===== config.mk =====
export PLATFORM = sky130hd
export DESIGN_NAME = ann_weight_loader_flat
export DESIGN_NICKNAME = d
export VERILOG_FILES = /design/src/rtl/ann_weight_loader_if.sv /design/src/rtl/ann_weight_loader.sv /design/src/flat_wrapper.sv
export SDC_FILE = /design/constraint.sdc
export NUM_CORES = 1
export LEC_CHECK = 0
export ABC_AREA = 1
export CAP_MARGIN = 20
export CORE_ASPECT_RATIO = 1.4
export CORE_MARGIN = 8
export CORE_UTILIZATION = 37
export CTS_CLUSTER_SIZE = 8
export DETAILED_ROUTE_END_ITERATION = 7
export PLACE_DENSITY = 0.66
export SETUP_SLACK_MARGIN = 0.15
export SLEW_MARGIN = 25
export SYNTH_ARGS = -nofsm -noshare
export SYNTH_HDL_FRONTEND = slang
export SYNTH_SLANG_ARGS = --single-unit

===== constraint.sdc =====
create_clock -name clk -period 12.45 [get_ports clk]
set_input_delay 3.1125 -clock clk [delete_from_list [all_inputs] [get_ports clk]]
set_output_delay 3.1125 -clock clk [all_outputs]
set_load 0.01 [all_outputs]

===== src/rtl/ann_weight_loader_if.sv =====
`default_nettype none
// ============================================================================
// Module   : ann_weight_loader_if
// Brief    : Weight-memory read port and weight-write stream of the loader.
// Revision : 1.0
// ============================================================================
interface ann_weight_loader_if #(
  parameter int DATA_WIDTH           = 32,
  parameter int LAYER_WIDTH          = 2,
  parameter int WEIGHT_COUNTER_WIDTH = 11
);
  logic                            o_mem_rd_en;
  logic [LAYER_WIDTH-1:0]          o_mem_layer;
  logic [WEIGHT_COUNTER_WIDTH-1:0] o_mem_addr;
  logic [DATA_WIDTH-1:0]           i_mem_data;
  logic                            o_weight_valid;
  logic                            i_weight_ready;
  logic [LAYER_WIDTH-1:0]          o_weight_layer;
  logic [WEIGHT_COUNTER_WIDTH-1:0] o_weight_addr;
  logic [DATA_WIDTH-1:0]           o_weight;

  modport master (
    output o_mem_rd_en, o_mem_layer, o_mem_addr,
    input  i_mem_data,
    output o_weight_valid, o_weight_layer, o_weight_addr, o_weight,
    input  i_weight_ready
  );

  modport slave (
    input  o_mem_rd_en, o_mem_layer, o_mem_addr,
    output i_mem_data,
    input  o_weight_valid, o_weight_layer, o_weight_addr, o_weight,
    output i_weight_ready
  );
endinterface
`default_nettype wire


===== src/rtl/ann_weight_loader.sv =====
`default_nettype none
// ============================================================================
// Module   : ann_weight_loader
// Brief    : Streams all Q-network weights from weight memory to the ANN port.
// Revision : 1.0
// ============================================================================
module ann_weight_loader #(
  parameter int DATA_WIDTH                    = 32,
  parameter int LAYER_WIDTH                   = 2,
  parameter int NUMBER_OF_INPUT_NODE          = 2,
  parameter int NUMBER_OF_HIDDEN_NODE_LAYER_1 = 32,
  parameter int NUMBER_OF_HIDDEN_NODE_LAYER_2 = 32,
  parameter int NUMBER_OF_OUTPUT_NODE         = 3,
  parameter int WEIGHT_COUNTER_WIDTH          = 11
) (
  input  logic                clk,
  input  logic                rst,
  input  logic                i_start,
  input  logic [2:0]          i_layer_mask,
  input  logic                i_abort,
  ann_weight_loader_if.master bus,
  output logic                o_busy,
  output logic                o_done
);

  localparam logic [WEIGHT_COUNTER_WIDTH-1:0] c_LAST_L1 = WEIGHT_COUNTER_WIDTH'(
    NUMBER_OF_HIDDEN_NODE_LAYER_1 * (NUMBER_OF_INPUT_NODE + 1) - 1);
  localparam logic [WEIGHT_COUNTER_WIDTH-1:0] c_LAST_L2 = WEIGHT_COUNTER_WIDTH'(
    NUMBER_OF_HIDDEN_NODE_LAYER_2 * (NUMBER_OF_HIDDEN_NODE_LAYER_1 + 1) - 1);
  localparam logic [WEIGHT_COUNTER_WIDTH-1:0] c_LAST_L3 = WEIGHT_COUNTER_WIDTH'(
    NUMBER_OF_OUTPUT_NODE * (NUMBER_OF_HIDDEN_NODE_LAYER_2 + 1) - 1);
  localparam logic [LAYER_WIDTH-1:0] c_L1 = LAYER_WIDTH'(1);
  localparam logic [LAYER_WIDTH-1:0] c_L2 = LAYER_WIDTH'(2);

  typedef enum logic [1:0] {
    S_IDLE  = 2'd0,
    S_ISSUE = 2'd1,
    S_DRAIN = 2'd2,
    S_DONE  = 2'd3
  } state_t;

  // Smallest enabled layer code strictly above cur; zero when none remains.
  function automatic logic [LAYER_WIDTH-1:0] next_layer(input logic [2:0] mask,
                                                        input logic [LAYER_WIDTH-1:0] cur);
    next_layer = '0;
    for (int k = 3; k >= 1; k--) begin
      if (mask[k-1] && (LAYER_WIDTH'(k) > cur)) next_layer = LAYER_WIDTH'(k);
    end
  endfunction

  state_t                          state_q, state_d;
  logic [2:0]                      mask_q, mask_d;
  logic [LAYER_WIDTH-1:0]          layer_q, layer_d;
  logic [WEIGHT_COUNTER_WIDTH-1:0] addr_q, addr_d;

  logic                            pend_q;
  logic [LAYER_WIDTH-1:0]          pend_layer_q;
  logic [WEIGHT_COUNTER_WIDTH-1:0] pend_addr_q;
  logic [LAYER_WIDTH-1:0]          fifo_layer_q [2];
  logic [WEIGHT_COUNTER_WIDTH-1:0] fifo_addr_q  [2];
  logic [DATA_WIDTH-1:0]           fifo_data_q  [2];
  logic                            wr_ptr_q, rd_ptr_q;
  logic [1:0]                      count_q;

  logic                            w_fifo_nempty, w_valid, w_pop, w_pop_fifo, w_push;
  logic                            w_issue, w_abort;
  logic [1:0]                      w_occ_next;
  logic [WEIGHT_COUNTER_WIDTH-1:0] w_layer_last;
  logic [LAYER_WIDTH-1:0]          w_next_layer;
  logic [LAYER_WIDTH-1:0]          w_head_layer;
  logic [WEIGHT_COUNTER_WIDTH-1:0] w_head_addr;
  logic [DATA_WIDTH-1:0]           w_head_data;

  // A read in flight is visible at the output the cycle its data returns,
  // so an empty buffer costs no extra latency.
  assign w_fifo_nempty = (count_q != 2'd0);
  assign w_valid       = w_fifo_nempty || pend_q;
  assign w_pop         = w_valid && bus.i_weight_ready;
  assign w_pop_fifo    = w_pop && w_fifo_nempty;
  assign w_push        = pend_q && !(w_pop && !w_fifo_nempty);
  assign w_occ_next    = count_q + {1'b0, pend_q} - {1'b0, w_pop};
  assign w_abort       = i_abort && (state_q != S_IDLE);
  assign w_issue       = (state_q == S_ISSUE) && !i_abort && (w_occ_next < 2'd2);
  assign w_next_layer  = next_layer(mask_q, layer_q);
  assign w_layer_last  = (layer_q == c_L1) ? c_LAST_L1 :
                         (layer_q == c_L2) ? c_LAST_L2 : c_LAST_L3;

  always_comb begin
    w_head_layer = fifo_layer_q[rd_ptr_q];
    w_head_addr  = fifo_addr_q[rd_ptr_q];
    w_head_data  = fifo_data_q[rd_ptr_q];
    if (!w_fifo_nempty && pend_q) begin
      w_head_layer = pend_layer_q;
      w_head_addr  = pend_addr_q;
      w_head_data  = bus.i_mem_data;
    end
  end

  always_ff @(posedge clk or posedge rst) begin
    if (rst) begin
      state_q <= S_IDLE;
      mask_q  <= '0;
      layer_q <= '0;
      addr_q  <= '0;
    end else begin
      state_q <= state_d;
      mask_q  <= mask_d;
      layer_q <= layer_d;
      addr_q  <= addr_d;
    end
  end

  always_comb begin
    state_d = state_q;
    mask_d  = mask_q;
    layer_d = layer_q;
    addr_d  = addr_q;
    case (state_q)
      S_IDLE: begin
        if (i_start) begin
          mask_d  = i_layer_mask;
          layer_d = next_layer(i_layer_mask, {LAYER_WIDTH{1'b0}});
          addr_d  = '0;
          state_d = (i_layer_mask == 3'b000) ? S_DONE : S_ISSUE;
        end
      end
      S_ISSUE: begin
        if (w_issue) begin
          if (addr_q == w_layer_last) begin
            addr_d  = '0;
            layer_d = w_next_layer;
            if (w_next_layer == {LAYER_WIDTH{1'b0}}) state_d = S_DRAIN;
          end else begin
            addr_d = addr_q + WEIGHT_COUNTER_WIDTH'(1);
          end
        end
      end
      S_DRAIN: begin
        if (w_occ_next == 2'd0) state_d = S_DONE;
      end
      S_DONE:  state_d = S_IDLE;
      default: state_d = S_IDLE;
    endcase
    if (w_abort) state_d = S_IDLE;
  end

  always_ff @(posedge clk or posedge rst) begin
    if (rst) begin
      pend_q       <= 1'b0;
      pend_layer_q <= '0;
      pend_addr_q  <= '0;
      wr_ptr_q     <= 1'b0;
      rd_ptr_q     <= 1'b0;
      count_q      <= 2'd0;
      for (int i = 0; i < 2; i++) begin
        fifo_layer_q[i] <= '0;
        fifo_addr_q[i]  <= '0;
        fifo_data_q[i]  <= '0;
      end
    end else if (w_abort) begin
      pend_q   <= 1'b0;
      wr_ptr_q <= 1'b0;
      rd_ptr_q <= 1'b0;
      count_q  <= 2'd0;
    end else begin
      pend_q <= w_issue;
      if (w_issue) begin
        pend_layer_q <= layer_q;
        pend_addr_q  <= addr_q;
      end
      if (w_push) begin
        fifo_layer_q[wr_ptr_q] <= pend_layer_q;
        fifo_addr_q[wr_ptr_q]  <= pend_addr_q;
        fifo_data_q[wr_ptr_q]  <= bus.i_mem_data;
        wr_ptr_q               <= ~wr_ptr_q;
      end
      if (w_pop_fifo) rd_ptr_q <= ~rd_ptr_q;
      count_q <= count_q + {1'b0, w_push} - {1'b0, w_pop_fifo};
    end
  end

  assign bus.o_mem_rd_en    = w_issue;
  assign bus.o_mem_layer    = layer_q;
  assign bus.o_mem_addr     = addr_q;
  assign bus.o_weight_valid = w_valid;
  assign bus.o_weight_layer = w_head_layer;
  assign bus.o_weight_addr  = w_head_addr;
  assign bus.o_weight       = w_head_data;
  assign o_busy             = (state_q != S_IDLE);
  assign o_done             = (state_q == S_DONE);

endmodule
`default_nettype wire

===== src/flat_wrapper.sv =====
// flat-port wrapper written by rule: the top's interface ports become plain ports
module ann_weight_loader_flat 
#(
  parameter int DATA_WIDTH                    = 32,
  parameter int LAYER_WIDTH                   = 2,
  parameter int NUMBER_OF_INPUT_NODE          = 2,
  parameter int NUMBER_OF_HIDDEN_NODE_LAYER_1 = 32,
  parameter int NUMBER_OF_HIDDEN_NODE_LAYER_2 = 32,
  parameter int NUMBER_OF_OUTPUT_NODE         = 3,
  parameter int WEIGHT_COUNTER_WIDTH          = 11
)
  (clk, rst, i_start, i_layer_mask, i_abort, o_busy, o_done, bus_o_mem_rd_en, bus_o_mem_layer, bus_o_mem_addr, bus_i_mem_data, bus_o_weight_valid, bus_o_weight_layer, bus_o_weight_addr, bus_o_weight, bus_i_weight_ready);
  ann_weight_loader_if #(.DATA_WIDTH(DATA_WIDTH), .LAYER_WIDTH(LAYER_WIDTH), .WEIGHT_COUNTER_WIDTH(WEIGHT_COUNTER_WIDTH)) bus_i ();
  input  logic clk;
  input  logic rst;
  input  logic i_start;
  input  logic [2:0] i_layer_mask;
  input  logic i_abort;
  output logic o_busy;
  output logic o_done;
  output wire logic [$bits(bus_i.o_mem_rd_en)-1:0] bus_o_mem_rd_en;
  output wire logic [$bits(bus_i.o_mem_layer)-1:0] bus_o_mem_layer;
  output wire logic [$bits(bus_i.o_mem_addr)-1:0] bus_o_mem_addr;
  input wire logic [$bits(bus_i.i_mem_data)-1:0] bus_i_mem_data;
  output wire logic [$bits(bus_i.o_weight_valid)-1:0] bus_o_weight_valid;
  output wire logic [$bits(bus_i.o_weight_layer)-1:0] bus_o_weight_layer;
  output wire logic [$bits(bus_i.o_weight_addr)-1:0] bus_o_weight_addr;
  output wire logic [$bits(bus_i.o_weight)-1:0] bus_o_weight;
  input wire logic [$bits(bus_i.i_weight_ready)-1:0] bus_i_weight_ready;
  assign bus_o_mem_rd_en = bus_i.o_mem_rd_en;
  assign bus_o_mem_layer = bus_i.o_mem_layer;
  assign bus_o_mem_addr = bus_i.o_mem_addr;
  assign bus_i.i_mem_data = bus_i_mem_data;
  assign bus_o_weight_valid = bus_i.o_weight_valid;
  assign bus_o_weight_layer = bus_i.o_weight_layer;
  assign bus_o_weight_addr = bus_i.o_weight_addr;
  assign bus_o_weight = bus_i.o_weight;
  assign bus_i.i_weight_ready = bus_i_weight_ready;
  ann_weight_loader #(.DATA_WIDTH(DATA_WIDTH), .LAYER_WIDTH(LAYER_WIDTH), .NUMBER_OF_INPUT_NODE(NUMBER_OF_INPUT_NODE), .NUMBER_OF_HIDDEN_NODE_LAYER_1(NUMBER_OF_HIDDEN_NODE_LAYER_1), .NUMBER_OF_HIDDEN_NODE_LAYER_2(NUMBER_OF_HIDDEN_NODE_LAYER_2), .NUMBER_OF_OUTPUT_NODE(NUMBER_OF_OUTPUT_NODE), .WEIGHT_COUNTER_WIDTH(WEIGHT_COUNTER_WIDTH)) u_core (.clk(clk), .rst(rst), .i_start(i_start), .i_layer_mask(i_layer_mask), .i_abort(i_abort), .bus(bus_i), .o_busy(o_busy), .o_done(o_done));
endmodule

==> Word level (Yosys, flattened, before mapping) <==
Cells that the tools add are included.
{ "classes": {"magnitude_cmp": 7, "n_addsub": 5, "n_mux": 51, "bitwise_logic": 5, "eq_ne": 14, "reduce_logical": 31} }
{ "ops": {"columns": ["operator", "count"], "rows": [
  ["$mux W32", 5],
  ["$mux W11", 10],
  ["$bwmux W64", 1],
  ["$mux W2", 22],
  ["$demux W32 S1", 1],
  ["$bwmux W22", 1],
  ["$pmux W11 S2", 1],
  ["$logic_and A1 B1 Y1", 12],
  ["$ne A3 B2 Y1 const B", 4],
  ["$add A11 B1 Y11 const B", 1],
  ["$demux W11 S1", 1],
  ["$eq A11 B11 Y1", 1],
  ["$reduce_bool A2 Y1", 5],
  ["$pmux W2 S4", 1],
  ["$eq A2 B2 Y1 const B", 3],
  ["$logic_not A2 Y1", 3],
  ["$ne A2 B2 Y1 const B", 3],
  ["$reduce_and A2 Y1", 3],
  ["$mux W1", 5],
  ["$reduce_and A5 Y1", 1],
  ["$add A2 B1 Y2", 2],
  ["$bwmux W4", 1],
  ["$eq A2 B1 Y1 const B", 2],
  ["$ge A2 B2 Y1 const B", 2],
  ["other kinds (15)", 22]
]} }
{ "totals": {"out_inout_bits": 62, "inputBits": 40, "register_bits": 126} }

==> Logic depth before layout (Yosys ltp) <==
Gate-level depths: netlist (run 1).
{ "depth": {"ltp_word": 11, "mapped_depth": 14, "ltp_nobuf": 14} }

==> Worst setup path before layout (run 1) <==
Ideal clock, no wire load.
{ "synth_timing": {"kind": "input-to-output", "from": "input bus_i_weight_ready", "to": "output bus_o_mem_rd_en", "t_arrival_ns": 4.128, "cell_stages": 8, "path_buffers": 0, "setup_slack_ns": 5.209, "cell_sequence": "inv_1 > a21oi_1 > ha_1 > inv_1 > ha_1 > inv_1 > nand2_2 > a21boi_0"} }
{ "synth_between": {"elab_chain_len": 4} }
{ "synth_lines": {"columns": ["element", "line_no", "text"], "rows": [
  ["start: declaration", "flat_wrapper.sv:29", "input wire logic [$bits(bus_i.i_weight_ready)-1:0] bus_i_weight_ready;"],
  ["$logic_and A1 B1 Y1", "ann_weight_loader.sv:78", "assign w_pop = w_valid && bus.i_weight_ready;"],
  ["$sub A2 B1 Y2", "ann_weight_loader.sv:81", "assign w_occ_next = count_q + {1'b0, pend_q} - {1'b0, w_pop};"],
  ["$lt A2 B2 Y1", "ann_weight_loader.sv:83", "assign w_issue = (state_q == S_ISSUE) && !i_abort && (w_occ_next < 2'd2);"],
  ["$logic_and A1 B1 Y1", "ann_weight_loader.sv:83", null],
  ["end: declaration", "flat_wrapper.sv:21", "output wire logic [$bits(bus_i.o_mem_rd_en)-1:0] bus_o_mem_rd_en;"]
]} }
No other way between the ends.

==> Final worst setup path (run 1) <==
Ends and elaborated chain as after synthesis.

==> key figures, run 1 <==
Cells and area
  – Nets@finish: about 960
  – Area of the multi-input gates: 2680 µm²
  – Layout cell share with drive strength beyond 1: approximately 6%
  – Most frequent cells in the layout: sky130_fd_sc_hd__nand2_1, sky130_fd_sc_hd__dfrtp_1, sky130_fd_sc_hd__clkdlybuf4s50_1
  – Most common cell after layout, fill and taps aside: sky130_fd_sc_hd__nand2_1
  – Count of placed standard cells in the final layout, fillers left out: 1120
  – Sequential cell area in the final layout: around 3200 µm²
  – Count of inserted antenna diode cells: 0
  – Layout filler cell count: around 1.6k
  – Post-synthesis to final-layout area growth: 27.2%

CTS
  – Clk buf depth: 2
  – Clock transition at path regs: 60 ps
  – Number of hold-repair buffers added at the cts stage: 0
  – Number of clock buffers inserted by TritonCTS: 17
  – Clock insertion delay at the later pin of the skew report: ~410 ps
  – Clock tree root driver cell: sky130_fd_sc_hd__clkbuf_16
  – H-tree depth reported by CTS: 4
  – TritonCTS clock tree: done
  – Post-cts sizing count: 0
  – Number of setup buffers added after CTS: 0
  – Number of clock sinks seen by CTS: between 100 and 150

Power and ir drop
  – VDD IR-drop max: about 0.00012 V
  – Share of total power in sequential cells: 32.7%
  – Internal Power: around 1.2 mW
  – Combinational share of power: 42.7%
  – Clk network pwr share: 24.5%
  – Share of total power consumed by net switching: roughly 37%
  – Power spent charging and discharging nets: around 0.75 mW
  – Total power density per cell area: ~250 nW/µm²
  – Reported leakage power: between 3 and 4 nW

Logic synthesis
  – Fraction of synthesized cell area in xor and xnor cells: less than 1%
  – Synthesized netlist net count: around 870
  – Share of cell area taken by muxes after synthesis: 0%
  – #FFs+latches synth: around 130
  – Adder-cell area share of the yosys netlist: under 10%
  – Syn Area/Cell: roughly 7.7 µm²
  – Part of the Yosys area used for sequential elements: between 40 and 50%
  – Post-Syn Area: about 6300 µm²
  – Number of distinct standard cells referenced by the synthesized netlist: 33
  – Flip-flop cell with the highest count after synthesis: sky130_fd_sc_hd__dfrtp_1
  – Synth Area in Simple Gates: 23.2%
  – Number of warnings reported in the yosys synthesis log: 0
  – Dominant combinational cell family by area after synthesis: simple AND/OR/NAND/NOR gates
  – Fraction of the mapped netlist area in compound gates: between 10% and 20%
  – Synthesized instance count: 820
  – Fraction of registers with async set or reset after synthesis: between 90% and 100%
  – EDFF count, synth: 0

Detailed routing
  – DR iter-0 viols: 317
  – Number of remaining DRC errors: 0
  – Detailed-route wire length: roughly 16 mm
  – Number of detailed-routing iterations run before antenna repair: 6
  – Avg WL per Cell: 13.9 µm
  – Number of nets with antenna violations after detailed routing: 0
  – Overall via count from detail_route: ~5.5k
  – Number of vias per cell: 4.92

Critical path
  – Crit-path leading delay family: buffers and inverters
  – Buf+Inv Stages, Crit Path: 4
  – Highest net fanout along the worst path: 3
  – Worst Path Arrival: roughly 5200 ps
  – Sort of element at the end of the critical path: primary output
  – Critical path class: input port to primary output
  – Max stage delay cell, worst path: sky130_fd_sc_hd__clkdlybuf4s50_1
  – Worst endpoint required time: about 9300 ps
  – Series of cell instances along the critical path: clkdlybuf4s50_1 > inv_1 > a21oi_1 > ha_1 > inv_1 > ha_1 > nand3_2 > a21boi_0 > clkdlybuf4s50_1
  – Category of the worst setup path launch point: input port
  – Max stage delay on crit path: just under 600 ps

Floorplan
  – Initial cell density of the core: a little under two fifths
  – Chip Height: about 170 µm
  – Total I/O pin count: 102
  – Die ar.: roughly 22000 µm²
  – Core ar.: approximately 17000 µm²
  – Die Width: around 130 µm
  – Row count: 56

Global route
  – First-pass GRT wire length: roughly 27 mm
  – Via count of the first global-routing pass: around 5.4k
  – Largest net degree at the start of global routing: 92
  – GRT overflow: 0
  – Gr usage total: around 15%
  – Number of antenna violations at the first check in global routing: 0

Hold path
  – Type of the most critical hold path: flop to flop

Timing
  – Rel. slew slack: 39.5%
  – Unrepaired setup endpoints after global routing: false
  – Setup skew after layout: between 9 and 10 ps
  – Achievable Freq: roughly 0.12 GHz
  – Number of hold-slack violations in the final timing report: 0
  – Final critical path time including I/O delays and setup: approximately 8300 ps
  – Worst-margin pin slew: a little over 900 ps
  – Pins over their slew limit: 0
  – Share of the cycle needed by the critical path after routing: between 60% and 70%
  – Number of failing setup endpoints in the final timing report: 0
  – Final sum of negative setup slack: 0 ps

Placement
  – Placed Cells incl. Taps: between 1k and 1.5k
  – Post-detailed-placement half-perimeter wirelength: roughly 10 mm
  – Gp weighted congestion: ~0.84
  – Total of buffers placed on input and output ports: 101

Job
  – Maxcap violations: 0

Status
  – Result of the run: completed
[cells in the mapped netlist (2+ instances only)]
cell type                  count  area (µm²)
sky130_fd_sc_hd__clkbuf_1     27         101
sky130_fd_sc_hd__a21oi_1       6        30.0
sky130_fd_sc_hd__nand2_1     253         950
sky130_fd_sc_hd__ha_1         12         150
sky130_fd_sc_hd__buf_2        10        50.1
sky130_fd_sc_hd__o21ai_1      72         360
sky130_fd_sc_hd__nand2_2       5        31.3
sky130_fd_sc_hd__nor2_1       69         259
sky130_fd_sc_hd__nand3_1      18        90.1
sky130_fd_sc_hd__nand3_2       2        20.0
sky130_fd_sc_hd__inv_2         5        18.8
sky130_fd_sc_hd__nor3_1        8        40.0
sky130_fd_sc_hd__nand4_1       8        50.1
sky130_fd_sc_hd__dfrtp_1     126        3150
sky130_fd_sc_hd__inv_1        80         300
sky130_fd_sc_hd__a31oi_1      45         282
sky130_fd_sc_hd__xor2_1        4        35.0
sky130_fd_sc_hd__o21ai_0      55         275
[stage by stage]
stage               power, mW  area [µm²]  hold slack [ps]  setup WS [ps]  utilization, %
global route             2.15        8040              505           3950            48.0
CTS                      2.03        8040              488           4060            48.0
detailed placement       1.53        7450              473           4090            44.5
global placement         1.51        7450              466           4090            44.5
finish                   2.00        8040              483           4100            48.0
floorplan                1.16        6320              453           5210               -
[registers in the layout, indices dropped and copies added (netlist names)]
name / cells
u_core.fifo_addr_q: 22
u_core.bus.o_mem_addr: 11
u_core.bus.o_mem_layer: 2
u_core.wr_ptr_q: 1
u_core.mask_q: 3
u_core.fifo_data_q: 64
u_core.pend_layer_q: 2
u_core.count_q: 2
u_core.pend_addr_q: 11
u_core.fifo_layer_q: 4
u_core.pend_q: 1
u_core.rd_ptr_q: 1
u_core.state_q: 2
[path summary, 6_finish.rpt]
kind	start	to	slack, ps	depth (start not counted)
setup / recovery	bus_i_weight_ready	bus_o_mem_rd_en	4100	9
hold / removal	u_core.fifo_data_q[47]	u_core.fifo_data_q[47]	480	2
setup reg to reg	u_core.count_q[1]	u_core.bus.o_mem_layer[1]	9870	13
hold reg to reg	u_core.fifo_data_q[47]	u_core.fifo_data_q[47]	480	2
max in group asynchronous	rst	u_core.fifo_data_q[26]	8160	3
min in group asynchronous	rst	u_core.fifo_data_q[35]	3210	2
[per-layer routing]
layer  GRT usage [%]  routed length, µm
met5               0                  0
met4            5.88                217
met3            3.24                611
met2            26.6               7720
met1            17.5               7040
[kinds of logic after synthesis]
family / after synthesis
AND/OR/NAND/NOR: 366
AO/OA/AOI/OAI: 185
flip-flops: 126
buffers and inverters: 126
XOR/XNOR: 5
adder cells (fa/ha/maj): 12
[power by group through the flow]
stage	combinational, mW	sequential, mW	clock, mW
2_1_floorplan	0.518	0.641	0
3_3_place_gp	0.858	0.656	0
3_5_place_dp	0.869	0.660	0
4_1_cts	0.872	0.654	0.503
5_1_grt	0.959	0.675	0.520
6_report	0.854	0.654	0.490
[worst min-delay path, delay by kind of cell (launching register included)]
kind,cells,cell delay [ps]
simple gates,1,50
flops,1,340
compound gates,1,60
[layout make-up]
| cell class | count | area share, % |
|---|---|---|
| flip-flops and latches | 126 | 39.2 |
| multi-input cells | 568 | 33.3 |
| repair buffers | 106 | 13.0 |
| clock buffers | 18 | 5.34 |
| inverters | 85 | 4.03 |
| well taps | 203 | 3.16 |
| clock inverters | 14 | 1.96 |
No activity file was read; power rests on OpenSTA's default activity.
==> run 2: changes to the inputs <==
==> constraint.sdc (replaced) <==
create_clock -name clk -period 8.7 [get_ports clk]
set_input_delay 2.175 -clock clk [delete_from_list [all_inputs] [get_ports clk]]
set_output_delay 2.175 -clock clk [all_outputs]
set_load 0.01 [all_outputs]
==> run 2 against run 1 <==
Clock power up 30%. Setup slack worse by 1900 ps. Clock skew down 1.9 ps. Flip-flop and latch count unchanged. Critical endpoint unchanged. Die area unchanged. Sequential power up 43%. Sequential share of layout area up 0.25 points. Critical path depth unchanged. First-iteration DRC count up 37%.
==> key figures, run 2 (synthesis results as in run 1) <==
Status
  – Result of the run: completed

CTS
  – Clock tree root driver cell: sky130_fd_sc_hd__clkbuf_16
  – Clock transition at path regs: ~50 ps
  – Number of clock buffers inserted by TritonCTS: 17
  – Clock insertion delay at the later pin of the skew report: approximately 400 ps
  – TritonCTS clock tree: done
  – Post-cts sizing count: 0
  – Number of clock sinks seen by CTS: 126
  – H-tree depth reported by CTS: 4
  – Number of setup buffers added after CTS: 0
  – Clk buf depth: 2
  – Number of hold-repair buffers added at the cts stage: 0

Timing
  – Worst setup slack after layout: around 2200 ps
  – Pins over their slew limit: 0
  – Share of the cycle needed by the critical path after routing: ~74%
  – Number of hold-slack violations in the final timing report: 0
  – Worst-margin pin slew: roughly 940 ps
  – Achievable Freq: 0.155 GHz
  – Final sum of negative setup slack: 0 ps
  – Unrepaired setup endpoints after global routing: false
  – Number of failing setup endpoints in the final timing report: 0
  – Final critical path time including I/O delays and setup: 6470 ps
  – Rel. slew slack: between 30% and 40%
  – Setup skew after layout: a little over 8 ps

Global route
  – Number of antenna violations at the first check in global routing: 0
  – First-pass GRT wire length: 26.4 mm
  – GRT overflow: 0
  – Largest net degree at the start of global routing: just over 90
  – Via count of the first global-routing pass: between 5k and 6k
  – Gr usage total: 15.1%

Critical path
  – Number of cells on the worst reg-to-reg path: 13
  – Startpoint of the worst setup timing path: bus_i_weight_ready
  – Endpoint of the worst register-to-register path: u_core.bus.o_mem_layer[1]
  – Buf+Inv Stages, Crit Path: 4
  – Worst endpoint required time: 6530 ps
  – Sort of element at the end of the critical path: primary output
  – Worst setup slack for register-to-register paths: a little over 6000 ps
  – Crit-path leading delay family: buffers and inverters
  – Critical path depth: 9
  – CP endpoint: bus_o_mem_rd_en
  – Max stage delay on crit path: roughly 590 ps
  – Category of the worst setup path launch point: input port
  – Series of cell instances along the critical path: clkdlybuf4s50_1 > inv_1 > a21oi_1 > ha_1 > inv_1 > ha_1 > nand3_2 > a21boi_0 > clkdlybuf4s50_1
  – Max stage delay cell, worst path: sky130_fd_sc_hd__clkdlybuf4s50_1
  – Critical path class: input port to primary output
  – FF-to-FF Start: u_core.count_q[1]
  – Highest net fanout along the worst path: 3
  – Worst Path Arrival: around 4300 ps

Cells and area
  – Count of placed standard cells in the final layout, fillers left out: about 1.1k
  – Most common cell after layout, fill and taps aside: sky130_fd_sc_hd__nand2_1
  – Nets@finish: between 900 and 1k
  – Flip-flop count of the largest register, all copies and words added: 64
  – Count of inserted antenna diode cells: 0
  – Layout cell share with drive strength beyond 1: 6.11%
  – Most frequent cells in the layout: sky130_fd_sc_hd__nand2_1, sky130_fd_sc_hd__dfrtp_1, sky130_fd_sc_hd__clkdlybuf4s50_1
  – Register with the most flip-flops: u_core.fifo_data_q
  – Post-synthesis to final-layout area growth: 26.4%
  – Biggest registers after layout: u_core.fifo_data_q (64), u_core.fifo_addr_q (22)

Placement
  – Total of buffers placed on input and output ports: ~100
  – Pre-CTS setup slack: approximately 2200 ps
  – Placed Cells incl. Taps: around 1.1k
  – Gp weighted congestion: between 0.8 and 0.9
  – Post-detailed-placement half-perimeter wirelength: a little over 10 mm

Detailed routing
  – Detailed-route wire length: 15.7 mm
  – Number of detailed-routing iterations run before antenna repair: 5
  – Number of remaining DRC errors: 0
  – DR iter-0 viols: between 400 and 500
  – Number of nets with antenna violations after detailed routing: 0
  – Number of vias per cell: 4.90
  – Avg WL per Cell: around 14 µm
  – Overall via count from detail_route: 5489

Floorplan
  – Die Width: between 100 and 150 µm
  – Row count: 56
  – Total I/O pin count: approximately 100
  – Chip Height: 171 µm
  – Initial cell density of the core: between 30% and 40%
  – Core ar.: 16700 µm²
  – Die ar.: ~22000 µm²

Power and ir drop
  – Reported leakage power: about 3.7 nW
  – PnR Total Power: 2.80 mW
  – Total power density per cell area: 350 nW/µm²
  – VDD IR-drop max: approximately 0.00018 V

Job
  – Maxcap violations: 0

Hold path
  – Type of the most critical hold path: flop to flop
run 2: cell types whose count changed in the layout (fill, tap and decap cells not counted), sizes merged:
cell,before,now
clkbuf,18,19
clkinv,5,9
inv,89,87
bufinv,2,0
clkinvlp,3,2
run 2: layer usage:
layer,track usage [%],routed length [µm],up-vias,part of all wire (%)
met5,0,0,-,0
met4,5.72,224,0,1.4
met3,3.58,666,15,4.2
met2,26.6,7750,117,49
met1,17.5,7110,2535,45
li1,-,-,2822,-
run 2: area by class of cell:
class | count | area [µm²]
Fill cell | 1658 | 8750
Sequential cell | 126 | 3150
Multi-Input combinational cell | 568 | 2680
Inverter | 85 | 324
Clock inverter | 13 | 92.6
Clock buffer | 19 | 443
Tap cell | 203 | 254
Timing Repair Buffer | 106 | 1050
run 2: worst min-delay path by stage:
stage,startpoint,to,slack [ps],cells after the start
after floorplan,u_core.mask_q[2],u_core.mask_q[2],450,2
after global placement,u_core.fifo_addr_q[15],u_core.fifo_addr_q[15],470,2
after detailed placement,u_core.fifo_addr_q[16],u_core.fifo_addr_q[16],470,2
after CTS,u_core.fifo_layer_q[3],u_core.fifo_layer_q[3],490,2
after global routing,u_core.fifo_data_q[45],u_core.fifo_data_q[45],500,2
final,u_core.fifo_layer_q[3],u_core.fifo_layer_q[3],480,2
run 2: tightest hold or removal path, cell delays in order, from the launching register on:
cell,delay (ps)
sky130_fd_sc_hd__dfrtp_1,340
sky130_fd_sc_hd__nand2_1,50
sky130_fd_sc_hd__o21ai_0,60
run 2: where the power goes:
group / total, mW / internal [mW] / switching, mW
Clock: 0.638 / 0.372 / 0.266
Sequential: 0.937 / 0.805 / 0.132
Combinational: 1.22 / 0.555 / 0.666
Total: 2.80 / 1.73 / 1.06
run 2: through the flow:
step	hold slack [ps]	instance area (µm²)	util, %
after floorplan	453	6320	-
after global routing	503	7990	47.7
after detailed placement	473	7450	44.5
after CTS	488	7990	47.7
after global placement	466	7450	44.5
final	484	7990	47.7
